## config.mk

```make
export PLATFORM = sky130hd
export DESIGN_NAME = regfile_dbg
export DESIGN_NICKNAME = d
export VERILOG_FILES = /design/src/rtl/regfile_dbg.sv
export SDC_FILE = /design/constraint.sdc
export NUM_CORES = 1
export LEC_CHECK = 0
export BUFFER_PORTS_ARGS = -buffer_cell sky130_fd_sc_hd__buf_2
export CAP_MARGIN = 25
export CORE_AREA = 3 3 197 199
export CTS_CLUSTER_DIAMETER = 100
export CTS_CLUSTER_SIZE = 40
export DETAILED_ROUTE_END_ITERATION = 16
export DIE_AREA = 0 0 200 202
export PLACE_DENSITY = 0.72
export SLEW_MARGIN = 20
export SYNTH_ARGS = -nofsm -noshare
export SYNTH_HDL_FRONTEND = slang
export SYNTH_SLANG_ARGS = --single-unit
```

## constraint.sdc

```tcl
create_clock -name clk -period 3.3 [get_ports clk]
set_input_delay 0.66 -clock clk [delete_from_list [all_inputs] [get_ports clk]]
set_output_delay 0.66 -clock clk [all_outputs]
set_load 0.05 [all_outputs]
```

## src/rtl/regfile_dbg.sv

```systemverilog
// regfile_dbg: parametrised register file with one core write port, NUM_RD
// combinational read ports with same-cycle write bypass, an optional hardwired
// zero register, a req/ack debug access port and a sequential bulk-clear engine.
module regfile_dbg #(
  parameter int unsigned DATA_W   = 16,
  parameter int unsigned ADDR_W   = 4,
  parameter int unsigned NUM_RD   = 2,
  parameter bit          ZERO_REG = 1'b1
) (
  input  logic                     clk,
  input  logic                     rst_n,
  // core write port
  input  logic                     wr_en,
  input  logic [ADDR_W-1:0]        wr_addr,
  input  logic [DATA_W-1:0]        wr_data,
  // core read ports (packed, port i at slice i)
  input  logic [NUM_RD*ADDR_W-1:0] rd_addr,
  output logic [NUM_RD*DATA_W-1:0] rd_data,
  // debug access port
  input  logic                     dbg_req,
  input  logic                     dbg_we,
  input  logic [ADDR_W-1:0]        dbg_addr,
  input  logic [DATA_W-1:0]        dbg_wdata,
  output logic                     dbg_ack,
  output logic [DATA_W-1:0]        dbg_rdata,
  // bulk clear
  input  logic                     clr_start,
  output logic                     busy
);

  localparam int unsigned DEPTH = 2 ** ADDR_W;

  typedef enum logic [1:0] {
    ST_IDLE  = 2'd0,
    ST_CLEAR = 2'd1,
    ST_ACK   = 2'd2
  } state_e;

  state_e            state_q;
  logic [ADDR_W-1:0] cnt_q;
  logic              dbg_ack_q;
  logic [DATA_W-1:0] dbg_rdata_q;
  logic              busy_q;
  logic [DATA_W-1:0] mem_q [DEPTH];

  logic              in_idle_c;
  logic              in_clear_c;
  logic              dbg_go_c;
  logic              core_we_c;
  logic              dbg_wr_c;
  logic [DATA_W-1:0] dbg_rd_val_c;

  // Register 0 is hardwired to zero only when the parameter asks for it.
  function automatic logic is_zero(input logic [ADDR_W-1:0] a);
    return ZERO_REG && (a == '0);
  endfunction

  // Write-enable and debug-accept decode shared by the array and the FSM.
  always_comb begin
    in_idle_c    = (state_q == ST_IDLE);
    in_clear_c   = (state_q == ST_CLEAR);
    dbg_go_c     = in_idle_c && !clr_start && dbg_req;
    core_we_c    = wr_en && !in_clear_c && !is_zero(wr_addr);
    dbg_wr_c     = dbg_go_c && dbg_we && !is_zero(dbg_addr);
    dbg_rd_val_c = is_zero(dbg_addr) ? '0 : mem_q[dbg_addr];
  end

  // Storage array: clear engine, then core write, then debug write (debug wins a tie).
  always_ff @(posedge clk or negedge rst_n) begin
    if (!rst_n) begin
      for (int unsigned i = 0; i < DEPTH; i++) begin
        mem_q[ADDR_W'(i)] <= '0;
      end
    end else begin
      if (in_clear_c) begin
        mem_q[cnt_q] <= '0;
      end
      if (core_we_c) begin
        mem_q[wr_addr] <= wr_data;
      end
      if (dbg_wr_c) begin
        mem_q[dbg_addr] <= dbg_wdata;
      end
    end
  end

  // Read ports: zero register first, then same-cycle bypass, else array contents.
  for (genvar g = 0; g < NUM_RD; g++) begin : g_rd
    logic [ADDR_W-1:0] ra_c;
    logic [DATA_W-1:0] rv_c;

    assign ra_c = rd_addr[g*ADDR_W +: ADDR_W];

    always_comb begin
      rv_c = mem_q[ra_c];
      if (is_zero(ra_c)) begin
        rv_c = '0;
      end else if (core_we_c && (wr_addr == ra_c)) begin
        rv_c = wr_data;
      end
    end

    assign rd_data[g*DATA_W +: DATA_W] = rv_c;
  end

  // Control FSM: IDLE dispatches clear (higher priority) or a debug access,
  // CLEAR walks the counter across the array, ACK is the one-cycle handshake.
  always_ff @(posedge clk or negedge rst_n) begin
    if (!rst_n) begin
      state_q     <= ST_IDLE;
      cnt_q       <= '0;
      dbg_ack_q   <= 1'b0;
      dbg_rdata_q <= '0;
      busy_q      <= 1'b0;
    end else begin
      dbg_ack_q <= 1'b0;
      unique case (state_q)
        ST_IDLE: begin
          if (clr_start) begin
            state_q <= ST_CLEAR;
            cnt_q   <= '0;
            busy_q  <= 1'b1;
          end else if (dbg_req) begin
            state_q   <= ST_ACK;
            dbg_ack_q <= 1'b1;
            if (!dbg_we) begin
              dbg_rdata_q <= dbg_rd_val_c;
            end
          end
        end
        ST_CLEAR: begin
          cnt_q <= cnt_q + ADDR_W'(1);
          if (cnt_q == ADDR_W'(DEPTH - 1)) begin
            state_q <= ST_IDLE;
            busy_q  <= 1'b0;
          end
        end
        ST_ACK: begin
          state_q <= ST_IDLE;
        end
        default: begin
          state_q <= ST_IDLE;
          busy_q  <= 1'b0;
        end
      endcase
    end
  end

  assign dbg_ack   = dbg_ack_q;
  assign dbg_rdata = dbg_rdata_q;
  assign busy      = busy_q;

endmodule

```

==> impl_results.md <==
* Kind of critical path: primary input to primary output
* Status: completed
* Initial antenna violation count at 0
* Final setup violation count at 0
* Pin count of the biggest net entering global routing at 81
* Synth Area in Compound Gates at 18.60%
* Crit path launch type: primary input
* # H-tree levels at 1
* Crit. End Element: primary output
* FP Rows at 71
* CTS tree: yes
* Final core occ at 59.86%
* Sw Ratio at 44.87%
* CTS clk-pin slew, worst paths at 110 ps
* First drt pass iteration count at 8
* Yosys top cell by area: dfrtp_1
* Main synth FF type: dfrtp_1
* Die width at 200 um
* Share of the yosys chip area belonging to registers at 34.27%
* Worst EP required at 2640 ps
* Pwr/cell area at 610.3 nW/um^2
* I/O Buffers at 103
* Max-slew violation total from the final report at 0
* Hold_ws at 108.7 ps
* GPL Wtd Cong at 1.036
* Data arrival, critical path at 2590 ps
* Min-Delay Path Class: primary input to asynchronous set/reset pin
* Remaining DRCs at 0
* Reg-to-reg endpoint: dbg_rdata[15]
* R2r startpoint: state_q[0]
* Number of max-cap violations at 0
* P_leak at 9.857 nW
* Worst relative slew slack at 37.85%
* Final Cycle Share at 98.35%
* GRT overflow at 0
* Post-Route Setup TNS at 0 ps
* Antenna Nets Post-Route at 0
* Die area at 40400 sq um
* Clock Tree Root: clkbuf_16
* Core Footprint at 37400 sq um
* Mapped cell area at 20440 sq um
* Maximum vdd drop at 0.6066 mV
* Layout cells sized above 1 at 19.80%
* Largest family of logic cells by synthesized area: multiplexers
* Reg2Reg Setup Slack at 650 ps
* Vias/cell at 7.267
* Placed cell count at 2647
* Number of synthesized flops with an enable pin at 0
* Crit-path max FO at 14
* Final WL at 82.30 mm
* P_sw at 6.131 mW
* # fillers at 3217
* Mux cell area share after synthesis at 26.89%
* CTS Sinks at 280
* Synth Warn # at 0
* Multi-input logic area at 12460 sq um
* Area Overhead vs Synth at 9.517%
* Most common cell in the synthesized netlist: dfrtp_1
* First-pass GRT wire length at 123.0 mm
* Top cells by area, synth: dfrtp_1 (34%), mux4_2 (14%), mux2i_1 (12%), a21oi_1 (5.6%), nand3_1 (4.3%)
* Reg area at 7008 sq um
* Top-Level Pins at 104
* # hold bufs at CTS at 0
* Final Hold Viols at 0
* Flops & latches, synth at 280
* WL per Instance at 30.78 um
* Share of power burned in registers at 40.6%
* Gr usage total at 40.34%
* Minimum clock period at 3246 ps
* Initial DRC count at 3020
* Longest Clk Path Bufs at 3
* Synth Area in XOR/XNOR at 0.3427%
* Worst reg-to-reg path cell count at 6
* Mean Syn Cell Area at 9.382 sq um
* Fmax at 308.1 MHz
* Fin nets at 2212
* Worst-Margin Slew at 930.0 ps
* Dpl ws at 91.53 ps
* Cell-internal power at 7.532 mW
* Synth Area in Adders at 0.2448%
* Clk network pwr share at 17.9%
* Synthesized net count at 2237
* Initial core utilization at 54.66%
* Asr flop ratio synth at 100.0%
* Library cells used by synthesis at 48
* Fin cells at 2674
* TritonCTS Buffers at 15
* Combinational power share at 41.4%
* Clock Latency Late Sink at 560 ps
* RSZ-0062 raised after global routing: true
* Vias in the first global route at 18820
* Synth cell count leaders: dfrtp_1 (280), mux2i_1 (241), a21oi_1 (227)
* Layout Skew at 51.97 ps
* Die height at 202 um
* Via count at 19430
* Post-DP HPWL at 57.67 mm
* Yosys top cell area share at 34.27%
* Fin worst setup slack at 54.43 ps
* Post-Syn Instances at 2179
* Simple-gate share of the synthesized area at 14.22%
-- flip-flops by register name (all words and copies together), names as in the netlist --
signal and cells:
busy 1, cnt_q 4, dbg_ack 1, dbg_rdata 16, mem_q 256, state_q 2
-- metal layers --
metal  track usage [%]  share of wire (%)  vias up
met3             10.45                 14      307
met1             57.45                 38     9443
met5                 0                  0        -
met4             15.00                4.7        0
met2             59.66                 44     1585
li1                  -                  -     8096
-- worst max-delay path by stage --
stage	end	startpoint
floorplan	rd_data[21]	rd_addr[5]
global placement	rd_data[30]	rd_addr[6]
detailed placement	rd_data[21]	rd_addr[6]
CTS	rd_data[14]	state_q[1]
global route	rd_data[30]	state_q[1]
finish	rd_data[30]	rd_addr[7]
-- power groups by stage --
| stage | clock network [mW] | logic (mW) | registers, mW |
|---|---|---|---|
| floorplan | 0 | 3.67 | 5.19 |
| CTS | 2.46 | 5.50 | 5.47 |
| detailed placement | 0 | 5.49 | 5.53 |
| global route | 2.58 | 5.96 | 5.63 |
| finish | 2.45 | 5.66 | 5.55 |
| global placement | 0 | 5.36 | 5.47 |
-- metrics by stage --
stage / area [sq um] / total power, mW
2_1_floorplan: 20510 / 8.857
3_3_place_gp: 21790 / 10.83
3_5_place_dp: 21790 / 11.02
4_1_cts: 22360 / 13.43
5_1_grt: 22390 / 14.17
6_report: 22390 / 13.66
-- cells by family (layout without fill, tap and decap cells) --
group,after synthesis,count (layout)
compound gates,633,633
xor+xnor,8,8
fa+ha+maj,4,4
buf+inv,271,254
flops,280,280
mux,387,387
other cells,0,1
simple gates,596,596
-- placed cells by master, fill, tap and decap left out, types with 11 or more instances in the layout --
cell / synthesis / final
a211oi_1: 32 / 32
buf_4: 0 / 105
nand3_1: 177 / 176
nand2_1: 127 / 127
and2_1: 20 / 20
a31oi_2: 0 / 12
buf_2: 44 / 95
dfrtp_1: 280 / 279
a31oi_1: 79 / 67
nor2_1: 179 / 179
mux2i_1: 241 / 241
clkbuf_16: 0 / 15
mux4_2: 128 / 128
a21boi_0: 96 / 96
o31ai_1: 32 / 32
a22oi_1: 16 / 16
and4_1: 11 / 11
o22ai_1: 64 / 64
mux2_2: 18 / 18
o21ai_0: 79 / 79
a21oi_1: 227 / 227
nand4_1: 22 / 22
buf_12: 0 / 20
-- final cells by class --
cell class	count	area share, %
multi-input cells	1628	55.64
flip-flops and latches	280	31.30
repair buffers	223	7.584
well taps	511	2.856
clock buffers	16	1.738
clock inverters	9	0.7712
inverters	6	0.1006
diodes	1	0.01118
-- what timing repair did --
item,in CTS,in global routing
pin swaps,0,0
gates resized for setup,4,4
setup buffers,0,1
setup endpoints to repair,7,14
hold endpoints to repair,0,0
-- critical path: stages --
cell and delay [ps]:
buf_2 160, buf_4 210, or3_1 390, buf_4 180, o22ai_1 210, a211oi_1 70, a21oi_1 360, buf_2 340
(Power assumes the default switching activity.)
